===== config.mk =====
export PLATFORM = sky130hd
export DESIGN_NAME = mux_scan_n_flat
export DESIGN_NICKNAME = d
export VERILOG_FILES = /design/src/rtl/mux_scan_n_if.sv /design/src/rtl/mux_scan_n.sv /design/src/flat_wrapper.sv
export SDC_FILE = /design/constraint.sdc
export NUM_CORES = 1
export LEC_CHECK = 0
export CAP_MARGIN = 20
export CORE_MARGIN = 4
export CORE_UTILIZATION = 25
export DETAILED_ROUTE_END_ITERATION = 8
export PLACE_DENSITY = 0.64
export SLEW_MARGIN = 5
export SYNTH_ARGS = -nofsm -noshare
export SYNTH_HDL_FRONTEND = slang
export SYNTH_SLANG_ARGS = --single-unit

===== constraint.sdc =====
create_clock -name clk -period 2.4 [get_ports clk]
set_clock_uncertainty 0.2 [all_clocks]
set_input_delay 0.48 -clock clk [delete_from_list [all_inputs] [get_ports clk]]
set_output_delay 0.48 -clock clk [all_outputs]
set_load 0.03 [all_outputs]

===== src/rtl/mux_scan_n_if.sv =====
// Bus bundle for mux_scan_n: parallel channel inputs, select/scan control,
// and the valid/ready sample output stage.
interface mux_scan_n_if #(
  parameter int NCH  = 16,
  parameter int W    = 8,
  parameter int SELW = $clog2(NCH)
);
  logic [NCH*W-1:0] in_data;
  logic             en;
  logic             mode;
  logic [SELW-1:0]  sel_in;
  logic             sel_load;
  logic [W-1:0]     out_data;
  logic [SELW-1:0]  out_ch;
  logic             out_valid;
  logic             out_ready;
  logic             sel_err;
  logic             busy;

  modport master (
    output in_data, en, mode, sel_in, sel_load, out_ready,
    input  out_data, out_ch, out_valid, sel_err, busy
  );

  modport slave (
    input  in_data, en, mode, sel_in, sel_load, out_ready,
    output out_data, out_ch, out_valid, sel_err, busy
  );
endinterface


===== src/rtl/mux_scan_n.sv =====
// Registered NCH-channel, W-bit multiplexer with a valid/ready output slot and
// manual or round-robin scan channel selection.
module mux_scan_n #(
  parameter  int NCH   = 16,
  parameter  int W     = 8,
  parameter  int DWELL = 1,
  localparam int SELW  = $clog2(NCH)
) (
  input  logic         clk,
  input  logic         rst_n,
  mux_scan_n_if.slave  bus
);

  localparam logic [SELW:0]   NCH_V      = (SELW+1)'(NCH);
  localparam logic [SELW-1:0] LAST_CH    = SELW'(NCH - 1);
  localparam logic [7:0]      DWELL_LAST = 8'(DWELL - 1);

  typedef enum logic [1:0] {
    ST_IDLE   = 2'd0,
    ST_MANUAL = 2'd1,
    ST_SCAN   = 2'd2
  } state_t;

  state_t          r_state;
  logic [SELW-1:0] r_sel;
  logic [7:0]      r_dcnt;
  logic [W-1:0]    r_out_data;
  logic [SELW-1:0] r_out_ch;
  logic            r_out_valid;
  logic            r_sel_err;
  logic            r_busy;

  logic            w_slot_free;
  logic            w_load_ok;
  logic            w_capture;
  logic [W-1:0]    w_sample;
  logic [SELW-1:0] w_sel_inc;

  // Slot availability, legal select loads, capture decision and scan successor.
  always_comb begin
    w_slot_free = !r_out_valid | bus.out_ready;
    w_load_ok   = bus.sel_load & ({1'b0, bus.sel_in} < NCH_V);
    w_capture   = (r_state != ST_IDLE) & bus.en & w_slot_free;
    w_sample    = bus.in_data[int'(r_sel) * W +: W];
    if (r_sel == LAST_CH) begin
      w_sel_inc = {SELW{1'b0}};
    end else begin
      w_sel_inc = r_sel + SELW'(1);
    end
  end

  // Mode FSM, output slot, select/dwell registers and sticky error flag.
  always_ff @(posedge clk or negedge rst_n) begin
    if (!rst_n) begin
      r_state     <= ST_IDLE;
      r_busy      <= 1'b0;
      r_sel       <= {SELW{1'b0}};
      r_dcnt      <= 8'd0;
      r_out_data  <= {W{1'b0}};
      r_out_ch    <= {SELW{1'b0}};
      r_out_valid <= 1'b0;
      r_sel_err   <= 1'b0;
    end else begin
      case (r_state)
        ST_IDLE: begin
          if (bus.en) begin
            r_state <= bus.mode ? ST_SCAN : ST_MANUAL;
            r_busy  <= 1'b1;
          end else begin
            r_state <= ST_IDLE;
            r_busy  <= 1'b0;
          end
        end
        ST_MANUAL, ST_SCAN: begin
          if (bus.en) begin
            r_state <= bus.mode ? ST_SCAN : ST_MANUAL;
            r_busy  <= 1'b1;
          end else if (w_slot_free) begin
            // Only drop to idle once no unaccepted sample remains.
            r_state <= ST_IDLE;
            r_busy  <= 1'b0;
          end else begin
            r_state <= r_state;
            r_busy  <= 1'b1;
          end
        end
        default: begin
          r_state <= ST_IDLE;
          r_busy  <= 1'b0;
        end
      endcase

      if (w_capture) begin
        r_out_data  <= w_sample;
        r_out_ch    <= r_sel;
        r_out_valid <= 1'b1;
      end else if (w_slot_free) begin
        r_out_valid <= 1'b0;
      end

      if (bus.sel_load && !w_load_ok) begin
        r_sel_err <= 1'b1;
      end

      // An explicit load overrides any scan step taken on the same capture.
      if (w_load_ok) begin
        r_sel  <= bus.sel_in;
        r_dcnt <= 8'd0;
      end else if (w_capture && (r_state == ST_SCAN)) begin
        if (r_dcnt == DWELL_LAST) begin
          r_dcnt <= 8'd0;
          r_sel  <= w_sel_inc;
        end else begin
          r_dcnt <= r_dcnt + 8'd1;
        end
      end
    end
  end

  assign bus.out_data  = r_out_data;
  assign bus.out_ch    = r_out_ch;
  assign bus.out_valid = r_out_valid;
  assign bus.sel_err   = r_sel_err;
  assign bus.busy      = r_busy;

endmodule


===== src/flat_wrapper.sv =====
// flat-port wrapper written by rule: the top's interface ports become plain ports
module mux_scan_n_flat 
#(
  parameter  int NCH   = 16,
  parameter  int W     = 8,
  parameter  int DWELL = 1,
  localparam int SELW  = $clog2(NCH)
)
  (clk, rst_n, bus_in_data, bus_en, bus_mode, bus_sel_in, bus_sel_load, bus_out_ready, bus_out_data, bus_out_ch, bus_out_valid, bus_sel_err, bus_busy);
  mux_scan_n_if #(.NCH(NCH), .W(W)) bus_i ();
  input  logic clk;
  input  logic rst_n;
  input wire logic [$bits(bus_i.in_data)-1:0] bus_in_data;
  input wire logic [$bits(bus_i.en)-1:0] bus_en;
  input wire logic [$bits(bus_i.mode)-1:0] bus_mode;
  input wire logic [$bits(bus_i.sel_in)-1:0] bus_sel_in;
  input wire logic [$bits(bus_i.sel_load)-1:0] bus_sel_load;
  input wire logic [$bits(bus_i.out_ready)-1:0] bus_out_ready;
  output wire logic [$bits(bus_i.out_data)-1:0] bus_out_data;
  output wire logic [$bits(bus_i.out_ch)-1:0] bus_out_ch;
  output wire logic [$bits(bus_i.out_valid)-1:0] bus_out_valid;
  output wire logic [$bits(bus_i.sel_err)-1:0] bus_sel_err;
  output wire logic [$bits(bus_i.busy)-1:0] bus_busy;
  assign bus_i.in_data = bus_in_data;
  assign bus_i.en = bus_en;
  assign bus_i.mode = bus_mode;
  assign bus_i.sel_in = bus_sel_in;
  assign bus_i.sel_load = bus_sel_load;
  assign bus_i.out_ready = bus_out_ready;
  assign bus_out_data = bus_i.out_data;
  assign bus_out_ch = bus_i.out_ch;
  assign bus_out_valid = bus_i.out_valid;
  assign bus_sel_err = bus_i.sel_err;
  assign bus_busy = bus_i.busy;
  mux_scan_n #(.NCH(NCH), .W(W), .DWELL(DWELL)) u_core (.clk(clk), .rst_n(rst_n), .bus(bus_i));
endmodule

# Word-level counts from Yosys, hierarchy flattened
# Cells that the tools add are included.
[op_classes]
n_reduce_logical = 10
mux = 18
eq_ne = 4
n_shift = 1
bitwise = 3
n_addsub = 2
[ops]
columns = ["cell", "n"]
rows = [
  ["128-bit by 8-bit indexed part select with 8-bit output", 1],
  ["8-bit two-way mux", 3],
  ["4-bit two-way mux", 4],
  ["8-bit by 1-bit adder with 8-bit output (second input constant)", 1],
  ["8-bit zero test", 1],
  ["2-bit two-way mux", 4],
  ["2-bit nonzero test", 4],
  ["1-bit two-way mux", 5],
  ["4-bit by 1-bit adder with 4-bit output (second input constant)", 1],
  ["4-bit == test (second input constant)", 1],
  ["2-bit case mux with 2 select lines", 1],
  ["3-bit by 2-bit inequality test with 1-bit output (second input constant)", 1],
  ["1-bit AND", 2],
  ["2-bit by 1-bit == test with 1-bit output (second input constant)", 1],
  ["2-bit == test (second input constant)", 1],
  ["2-bit zero test", 1],
  ["1-bit case mux with 2 select lines", 1],
  ["2-bit AND reduction", 1],
  ["2-bit OR reduction", 1],
  ["1-bit logical AND", 1],
  ["1-bit zero test", 1],
  ["1-bit OR", 1],
]
[word_totals]
output_inout_bits = 15
wordCells = 45
inputBits = 138
ff_bits = 28

# Longest topological paths before layout
[depth]
ltp_word = 6
mapped_depth = 7
depth_no_buf = 6

# Worst setup path after synthesis
# Ideal clock, no wire load.
[synth_timing]
path_kind = "flip-flop to flip-flop"
startpoint = "register u_core.r_state[0]"
endpoint = "register u_core.r_out_data[3], in the netlist u_core.bus.out_data[3]"
setup_time_ns = 0.116
path_buffers = 1
setup_slack_ns = 0.530
period_less_slack_ns = 1.870
path_stages_with_launch = 8
t_required_ns = 2.084
t_arrival_ns = 1.555
path_cell_list = "dfrtp_1 inv_1 ha_1 nand2b_1 or3_1 clkbuf_2 or2_2 o311ai_0"
[synth_between]
elab_chain_cells = 3
[synth_lines]
columns = ["element", "line_no", "rtl"]
rows = [
  ["start, declared", "mux_scan_n.sv:24", "state_t r_state;"],
  ["start signal, assigned", "mux_scan_n.sv:67", "r_state <= bus.mode ? ST_SCAN : ST_MANUAL;"],
  ["start signal, assigned", "mux_scan_n.sv:76", "r_state <= bus.mode ? ST_SCAN : ST_MANUAL;"],
  ["start signal, assigned", "mux_scan_n.sv:83", "r_state <= r_state;"],
  ["2-bit nonzero test", "mux_scan_n.sv:43", "w_capture = (r_state != ST_IDLE) & bus.en & w_slot_free;"],
  ["1-bit AND (2 in series)", "mux_scan_n.sv:43", ""],
  ["end signal, assigned", "mux_scan_n.sv:59", "r_out_data <= {W{1'b0}};"],
  ["end signal, assigned", "mux_scan_n.sv:94", "r_out_data <= w_sample;"],
  ["end, declared", "mux_scan_n.sv:27", "logic [W-1:0] r_out_data;"],
]
# Every way passes these cells.
# A chain may end at the register's enable or synchronous reset.

# Worst setup path in the final report
[layout_timing]
startpoint = "register u_core.r_sel[0]"
endpoint = "register u_core.r_out_data[4], in the netlist u_core.bus.out_data[4]"
[layout_between]
elab_chain_cells = 1
[layout_lines]
columns = ["element", "line_no", "rtl"]
rows = [
  ["start, declared", "mux_scan_n.sv:25", "logic [SELW-1:0] r_sel;"],
  ["start signal, assigned", "mux_scan_n.sv:57", "r_sel <= {SELW{1'b0}};"],
  ["start signal, assigned", "mux_scan_n.sv:107", "r_sel <= bus.sel_in;"],
  ["start signal, assigned", "mux_scan_n.sv:112", "r_sel <= w_sel_inc;"],
  ["128-bit by 8-bit indexed part select with 8-bit output", "mux_scan_n.sv:44", "w_sample = bus.in_data[int'(r_sel) * W +: W];"],
]
# Every way passes these cells.

==> flow_summary.ini <==
[route]
num_vias = 2389
routed_via_density = 4.895
drtAntennaViolNets = 0
drc_errors = 0
drt_iter0_drc = 111
drt-total-wl_mm = 8.383
drt-pass1-iter-count = 4
route.detailed.wl_per_inst_um = 17.18

[place]
dpl.hpwl_mm = 7.109
gp_congestion = 0.7862
dp_slack_ns = 0.1247
dp_cells = 484
dpl_cell_area_mm2 = 0.004134
port_buffers = 151

[run_status]
outcome = completed

[layout]
final_cells = 488
drive_gt1_share_pct = 13.93
insertedDiodeCount = 0
final_nets = 504
final_design_area_no_fill_mm2 = 0.004205
area_delta_synth_final_pct = 72.18
final_cell_mix = 151 x clkdlybuf4s50_1, 27 x nand2_1, 27 x dfrtp_1, 20 x mux4_2, 17 x mux2i_1
fillers = 898
final_common_cell = clkdlybuf4s50_1

[yosys]
yosysUniqueCellTypes = 47
synth_fp_nets = 349
yosys_warnings = 0
ys.flop_type = dfrtp_1
ys_ff_latch = 28
synth-edff-count = 0
syn_inst = 205
async_flop_share_pct = 100.0
synth_area_per_cell_um2 = 11.91
synth_area_mm2 = 0.002442
synth_seq_area_share_pct = 28.69

[clock_tree]
cts.sinks = 28
clock_latency_ns = 0.28
htree_num_levels = 1
cts.repair.resized = 0
cts_setup_buffers = 0
clk_path_buf_depth = 2
cts.clk_slew.worst_paths_ns = 0.10
cts_buffers = 3
ctsHoldBuffers = 0
tritoncts = built
cts_root_buffer = clkbuf_8

[worst_setup_path]
critical_path.max_stage_delay_ns = 0.59
r2r_end = u_core.bus.out_data[4]$_DFFE_PN0P_
r2r_slack_ns = 0.33
cp.arrival_ns = 2.03
r2r_cells = 4
cp_top_family = multiplexers
crit_slowest_cell = dfrtp_2
worstPathRequired_ns = 2.36
path_class = reg2reg
start_kind = flip-flop
cp-startpoint = u_core.r_sel[0]$_DFFE_PN0P_
crit_buf_inv = 1
end_kind = flip-flop
path_cells = buf_12 -> mux4_1 -> mux2i_1 -> o221ai_1
cp.depth = 4
crit_end = u_core.bus.out_data[4]$_DFFE_PN0P_
timing.rr.start = u_core.r_sel[0]$_DFFE_PN0P_
crit_path_max_fanout = 22

[global_routing]
track_usage_pct = 14.05
first_global_vias = 2587
overflow = 0
antenna_found_initial = 0
grt_start_max_net_pins = 29
grt_first_pass_wirelength_mm = 12.72

[timing]
layout_setup_ws_ns = 0.3273
rsz0062_at_grt = false
fmax_mhz = 482.5
finalSetupTns_ns = 0
fin_crit_sh_pct = 86.36
min_period_ns = 2.073
drv_slew = 0
finalHoldViolations = 0
setup_viol_count_final = 0

[floorplan]
core_area_mm2 = 0.009371
num_rows = 35
die_y_um = 106.8
io_pins = 153
start_util_pct = 26.06
dieArea_mm2 = 0.01141
die_w_um = 106.8

[hold_path]
min_path_type = reg2reg
min_path_cells = 2
min_from = u_core.bus.out_ch[0]$_DFFE_PN0P_

[pwr]
power_leakage_nw = 1.652
ir_worst_vdd_v = 0.0003738
power_density_mw_per_mm2 = 565.9

[run]
drv_cap = 0
[cells in the mapped netlist (all sizes together), types with 4 or more instances]
cell,n,area [um^2]
inv,6,22.52
dfrtp,28,700.7
mux2i,17,170.2
or3,4,25.02
nor2,6,25.03
mux4,31,739.5
nand3,4,20.02
nand2,27,101.4
o21ai,5,25.02
o221ai,7,61.31
buf,13,95.08
ha,6,75.07
a21oi,9,48.80
o31ai,6,45.04
[kinds of logic after synthesis]
family	share of synthesized area [%]
other cells	0.1535
mux	38.63
simple gates	11.68
flops	28.69
compound gates	12.45
buf+inv	5.327
fa+ha+maj	3.074
[layer usage]
layer	up-vias	wire length [um]	GRT usage (%)
met5	-	0	0
met4	0	121	4.201
met3	10	575	3.010
met2	105	4354	25.31
met1	1150	3332	16.70
li1	1124	-	-
[per-stage QoR]
step / utilization, % / power, mW / hold slack (ns)
after global routing: 44.87 / 2.528 / 0.3195
after detailed placement: 44.11 / 2.030 / 0.2706
after floorplan: - / 1.448 / -0.01559
final: 44.87 / 2.380 / 0.2924
after global placement: 44.11 / 2.017 / 0.2605
after CTS: 44.87 / 2.422 / 0.2970
[worst min-delay path by stage]
| stage | end | slack [ns] |
|---|---|---|
| global placement | u_core.bus.out_ch[0]$_DFFE_PN0P_ | 0.26 |
| floorplan | u_core.bus.busy$_DFF_PN0_ | -0.02 |
| detailed placement | u_core.bus.out_ch[0]$_DFFE_PN0P_ | 0.27 |
| global route | u_core.bus.out_ch[2]$_DFFE_PN0P_ | 0.32 |
| finish | u_core.bus.out_ch[0]$_DFFE_PN0P_ | 0.29 |
| CTS | u_core.bus.out_ch[0]$_DFFE_PN0P_ | 0.30 |
[worst register-to-register path, cell delays in order (launching register included)]
cell and delay, ns:
dfrtp_2 0.59, buf_12 0.25, mux4_1 0.59, mux2i_1 0.19, o221ai_1 0.13
[state kept, by name, summed over array words and instances, names as in the netlist]
name / flops
u_core.bus.busy: 1
u_core.bus.out_ch: 4
u_core.r_sel: 4
u_core.bus.out_valid: 1
u_core.r_dcnt: 8
u_core.r_state: 2
u_core.bus.out_data: 8
[cell type report]
cell class	instances	area, um^2	share of cell area (%)
Clock buffer	3	41.29	0.9819
Clock inverter	1	30.03	0.7141
Inverter	6	22.52	0.5356
Multi-Input combinational cell	155	1612	38.32
Sequential cell	28	701.9	16.69
Tap cell	129	161.4	3.838
Timing Repair Buffer	166	1637	38.92
[power breakdown]
| group | total (mW) | switching [mW] | internal (mW) |
|---|---|---|---|
| Clock | 0.379 | 0.156 | 0.224 |
| Sequential | 0.679 | 0.0955 | 0.584 |
| Combinational | 1.32 | 0.589 | 0.732 |
Note: power is estimated with default switching activity, not from simulation.
